$ cat src/rtl/s_serial_rcs4_pkg.sv
// rtl/s_serial_rcs4_pkg.sv - shared constants and state type for the serial subtractor
package s_serial_rcs4_pkg;
    localparam int RCS_N     = 4;
    localparam int RCS_CNT_W = 2;

    typedef enum logic [1:0] {
        IDLE = 2'd0,
        RUN  = 2'd1,
        DONE = 2'd2
    } rcs_state_e;
endpackage

$ cat src/rtl/s_serial_rcs4_fs.sv
// rtl/s_serial_rcs4_fs.sv - one-bit full subtractor stage
module fs (
    input  logic a,
    input  logic b,
    input  logic bin,
    output logic d,
    output logic bout
);
    assign d    = a ^ b ^ bin;
    assign bout = (~a & b) | (~(a ^ b) & bin);
endmodule

$ cat src/rtl/s_serial_rcs4.sv
// rtl/s_serial_rcs4.sv - bit-serial 4-bit subtractor, one bit per cycle, LSB first
module s_serial_rcs4
    import s_serial_rcs4_pkg::*;
(
    input  logic             clk,
    input  logic             rst,
    input  logic             start,
    input  logic [RCS_N-1:0] a,
    input  logic [RCS_N-1:0] b,
    output logic             busy,
    output logic             done,
    output logic [RCS_N:0]   out
);
    localparam logic [RCS_CNT_W-1:0] CNT_LAST = RCS_CNT_W'(RCS_N - 1);

    rcs_state_e           state_q;
    logic [RCS_N-1:0]     a_sh_q;
    logic [RCS_N-1:0]     b_sh_q;
    logic [RCS_N-1:0]     res_q;
    logic                 borrow_q;
    logic [RCS_CNT_W-1:0] cnt_q;
    logic                 busy_q;
    logic                 done_q;
    logic [RCS_N:0]       out_q;

    logic fs_d;
    logic fs_bout;

    fs u_fs (
        .a    (a_sh_q[0]),
        .b    (b_sh_q[0]),
        .bin  (borrow_q),
        .d    (fs_d),
        .bout (fs_bout)
    );

    always_ff @(posedge clk) begin
        if (rst) begin
            state_q  <= IDLE;
            a_sh_q   <= '0;
            b_sh_q   <= '0;
            res_q    <= '0;
            borrow_q <= 1'b0;
            cnt_q    <= '0;
            busy_q   <= 1'b0;
            done_q   <= 1'b0;
            out_q    <= '0;
        end else begin
            done_q <= 1'b0;
            case (state_q)
                IDLE: begin
                    if (start) begin
                        a_sh_q   <= a;
                        b_sh_q   <= b;
                        res_q    <= '0;
                        borrow_q <= 1'b0;
                        cnt_q    <= '0;
                        out_q    <= '0;
                        busy_q   <= 1'b1;
                        state_q  <= RUN;
                    end
                end
                RUN: begin
                    res_q    <= {fs_d, res_q[RCS_N-1:1]};
                    a_sh_q   <= {1'b0, a_sh_q[RCS_N-1:1]};
                    b_sh_q   <= {1'b0, b_sh_q[RCS_N-1:1]};
                    borrow_q <= fs_bout;
                    cnt_q    <= cnt_q + 1'b1;
                    // Last bit: publish straight from the stage so out is valid in DONE.
                    if (cnt_q == CNT_LAST) begin
                        out_q   <= {fs_bout, fs_d, res_q[RCS_N-1:1]};
                        busy_q  <= 1'b0;
                        done_q  <= 1'b1;
                        state_q <= DONE;
                    end
                end
                DONE: begin
                    state_q <= IDLE;
                end
                default: begin
                    state_q <= IDLE;
                    busy_q  <= 1'b0;
                end
            endcase
        end
    end

    assign busy = busy_q;
    assign done = done_q;
    assign out  = out_q;
endmodule

$ cat config.mk
export PLATFORM = sky130hd
export DESIGN_NAME = s_serial_rcs4
export DESIGN_NICKNAME = d
export VERILOG_FILES = /design/src/rtl/s_serial_rcs4_pkg.sv /design/src/rtl/s_serial_rcs4_fs.sv /design/src/rtl/s_serial_rcs4.sv
export SDC_FILE = /design/constraint.sdc
export NUM_CORES = 1
export LEC_CHECK = 0
export CAP_MARGIN = 40
export CORE_ASPECT_RATIO = 0.8
export CORE_MARGIN = 2
export CORE_UTILIZATION = 45
export DETAILED_ROUTE_END_ITERATION = 12
export PLACE_DENSITY = 0.71
export RECOVER_POWER = 100
export SLEW_MARGIN = 20
export SYNTH_ARGS = -nofsm -noshare
export SYNTH_HDL_FRONTEND = slang
export SYNTH_SLANG_ARGS = --single-unit
$ cat constraint.sdc
create_clock -name clk -period 1.11 [get_ports clk]
set_input_delay 0.222 -clock clk [delete_from_list [all_inputs] [get_ports clk]]
set_output_delay 0.222 -clock clk [all_outputs]
set_load 0.05 [all_outputs]
==> results.txt <==
----------------------------------------------------
[STA]
  Clock Skew ... 0.0200 ns
  Number of endpoints with negative hold slack in the final report ... 0
  Final cycle utilization of the critical path ... 1.13
  Top achievable clock speed ... 798 MHz
  RSZ-0062 raised after global routing ... true
  PnR worst setup slack ... -0.143 ns
  Tightest Pin Transition ... 0.238 ns
  Setup-violating endpoint count in the final report ... 7
  Number of pins with negative max-slew slack in the final report ... 0
  Slew Limit Headroom ... 0.841
  Shortest period the worst path allows ... 1.25 ns

[Worst setup path]
  Cell type of the slowest stage on the worst timing path ... sky130_fd_sc_hd__fa_1
  Critical Path Source Type ... flip-flop
  Series of cell instances along the critical path ... inv_2 > fa_1 > inv_2 > a22oi_2 > nor2_1
  Reg-to-reg slack, setup ... -0.14 ns
  Worst Path Required ... 1.32 ns
  Worst path max stage delay ... 0.49 ns
  Cell seen most often among critical-path stages ... sky130_fd_sc_hd__inv_2
  Arrival @ worst endpoint ... 1.47 ns
  Max FO, Critical Path ... 2
  Worst Setup Path Type ... flip-flop to flip-flop
  Kind of end point of the critical path ... flip-flop

[Floorplanning]
  Starting density of the core ... 0.462
  Die height ... 45.6 um
  Std-Cell Core Area ... 2100 um2
  I/O Pins ... 18
  Die footprint ... 2550 um2
  Number of rows created at floorplan ... 15
  Overall die width ... 56.0 um

[Run status]
  Outcome ... finished with violations
  Violated checks ... setup timing

[Flow run]
  Max-cap violation count ... 0

[Global route]
  Pin count of the biggest net entering global routing ... 14
  Antenna violations before repair ... 0
  Wire length of the first global-routing pass ... 3350 um
  Remaining Overflow, GRT ... 0
  Total routing resource utilization after global routing ... 0.177
  Via count of the first global-routing pass ... 730

[Clock tree]
  Reg clk slew, reported paths ... 0.14 ns
  Clock latency reported for the late side of the worst-skew pair ... 0.32 ns
  Clk sink count ... 23
  Number of buffers inserted by hold repair at cts ... 0
  Count of H-tree levels built during CTS ... 1
  Inserted Clock Buffers ... 3
  Root Driver ... sky130_fd_sc_hd__clkbuf_4
  TritonCTS clock tree ... yes
  Maximum buffer depth of the clock tree ... 2

[Cells and area]
  Number of nets in the finished design ... 142
  Commonest non-fill, non-tap cells in the layout ... sky130_fd_sc_hd__nor2_1 (15), sky130_fd_sc_hd__dfxtp_1 (12), sky130_fd_sc_hd__dfxtp_2 (11)
  Total area of multi-input combinational cells ... 475 um2
  Register area ... 474 um2
  Area growth from synthesis to final layout ... 40.3%
  Fillers ... 169
  Proportion of layout cells with a drive suffix above 1 ... 0.367
  Leading cell type in the layout, fill and taps excluded ... sky130_fd_sc_hd__nor2_1
  Antenna cells ... 0
  Post-route cell area ... 1360 um2
  Number of non-filler instances in the completed layout ... 153

[Synthesis]
  Number of library cell types mapped by synthesis ... 27
  Post-synthesis instance area ... 972 um2
  Area share of the largest cell type after synthesis ... 0.474
  Mapped Cells ... 99
  Sequential-to-total area share from yosys stat ... 0.474
  Yosys warning count ... 0
  Post-synthesis register bit count ... 23
  Largest cells by area after synthesis ... sky130_fd_sc_hd__dfxtp_1 (47%), sky130_fd_sc_hd__nor2_1 (5.8%), sky130_fd_sc_hd__a21oi_1 (4.6%)
  Leading area contributor after synthesis ... sky130_fd_sc_hd__dfxtp_1
  Nets in the synthesized netlist ... 112
  Avg Cell Area, Syn ... 9.82 um2

[Detailed routing]
  DRC ... 0
  Iteration count of the initial detailed-routing pass ... 4
  Detail-routed via count per cell ... 5.37
  Initial drt markers ... 25
  Total wire length after detailed routing ... 2110 um
  Post-DRT Antenna Nets ... 0
  Routed vias ... 821
  Post-detailed-route wirelength per cell ... 13.8 um

[Placement]
  Port-buffer cells ... 17
  Count of placed standard cells including taps ... 148
  Post-placement setup slack ... -0.330 ns
  Half-perimeter wire length after detailed placement ... 1560 um
  Gp weighted congestion ... 0.810
  DP Area ... 1310 um2

[Power and ir drop]
  Worst VDD drop ... 760 uV
  LEAKAGE ... 0.554 nW
  Areal power density over the cells ... 1150 nW/um2

[Worst hold path]
  Worst hold-check path type ... input port to flip-flop

----------------------------------------------------
sequential cells by signal, summed over array words and instances, names as in the netlist:
name	count
busy	1
res_q	3
b_sh_q	4
out	5
done	1
state_q	2
borrow_q	1
a_sh_q	4
cnt_q	2
metrics by stage:
stage          hold WS (ns)  utilization  TNS, ns  total power, mW
2_1_floorplan         0.382            -   -0.162             1.07
3_3_place_gp          0.468        0.621    -5.43             1.17
3_5_place_dp          0.468        0.621    -5.84             1.17
4_1_cts               0.453        0.645   -0.595             1.57
5_1_grt               0.354        0.649   -0.875             1.65
6_report              0.326        0.649   -0.507             1.57
where the power goes:
part | leakage, nW | switching, mW | internal, mW
registers | 0.193 | 0.0356 | 0.867
clock network | 0.0177 | 0.257 | 0.135
logic | 0.343 | 0.126 | 0.145
repair_timing:
action | CTS | global route
pin swaps | 3 | 5
endpoints found under the setup margin | 19 | 12
gates resized for setup | 11 | 8
setup buffers | 0 | 1
metal layers:
layer	track usage	vias to the layer above	routed length [um]
li1	-	409	-
met2	0.275	22	972
met3	0.0597	5	108
met4	0.105	0	42
met5	0	-	0
met1	0.217	385	987
synthesized netlist by cell type:
library cell               instances
sky130_fd_sc_hd__clkbuf_1          1
sky130_fd_sc_hd__nor3_2            1
sky130_fd_sc_hd__a22oi_1           5
sky130_fd_sc_hd__nand3_1           1
sky130_fd_sc_hd__a22o_1            5
sky130_fd_sc_hd__nand3b_1          2
sky130_fd_sc_hd__nand2b_1          1
sky130_fd_sc_hd__buf_6             1
sky130_fd_sc_hd__a21oi_4           1
sky130_fd_sc_hd__a21oi_1           9
sky130_fd_sc_hd__mux2i_1           4
sky130_fd_sc_hd__o21bai_1          2
sky130_fd_sc_hd__nor3_1            2
sky130_fd_sc_hd__ha_1              1
sky130_fd_sc_hd__inv_1             7
sky130_fd_sc_hd__nor2b_2           1
sky130_fd_sc_hd__buf_2             3
sky130_fd_sc_hd__o21ai_0           2
sky130_fd_sc_hd__mux2_4            1
sky130_fd_sc_hd__o21ba_2           1
sky130_fd_sc_hd__a211oi_1          4
sky130_fd_sc_hd__o221a_2           3
sky130_fd_sc_hd__nor2_1           15
sky130_fd_sc_hd__dfxtp_1          23
sky130_fd_sc_hd__fa_1              1
sky130_fd_sc_hd__and2b_1           1
sky130_fd_sc_hd__buf_4             1
cell type report:
type | count | area share
multi-input combinational | 63 | 0.349
tap | 25 | 0.0229
timing repair buffer | 31 | 0.241
sequential | 23 | 0.348
clock inverter | 1 | 0.00367
inverter | 7 | 0.0193
clock buffer | 3 | 0.0165
worst max-delay path, delay by kind of cell (launching register included):
| family | cells | cell delay [ns] |
|---|---|---|
| fa+ha+maj | 1 | 0.49 |
| flops | 1 | 0.36 |
| compound gates | 1 | 0.15 |
| buf+inv | 2 | 0.09 |
| simple gates | 1 | 0.05 |
worst paths after layout:
kind	cells past startpoint	startpoint	to
worst max-delay path	5	a_sh_q[0]	res_q[3]
worst min-delay path	3	start	state_q[0]
worst max register to register	5	a_sh_q[0]	res_q[3]
worst min register to register	2	b_sh_q[3]	b_sh_q[3]
logic make-up (layout without fill, tap and decap cells):
logic type | count (synthesis) | count (layout) | share of synthesized area
compound gates | 32 | 32 | 0.248
simple gates | 24 | 24 | 0.122
flops | 23 | 23 | 0.474
buf+inv | 13 | 42 | 0.0656
mux | 5 | 5 | 0.0566
fa+ha+maj | 2 | 2 | 0.0335
Power figures use the tool's default switching activity.
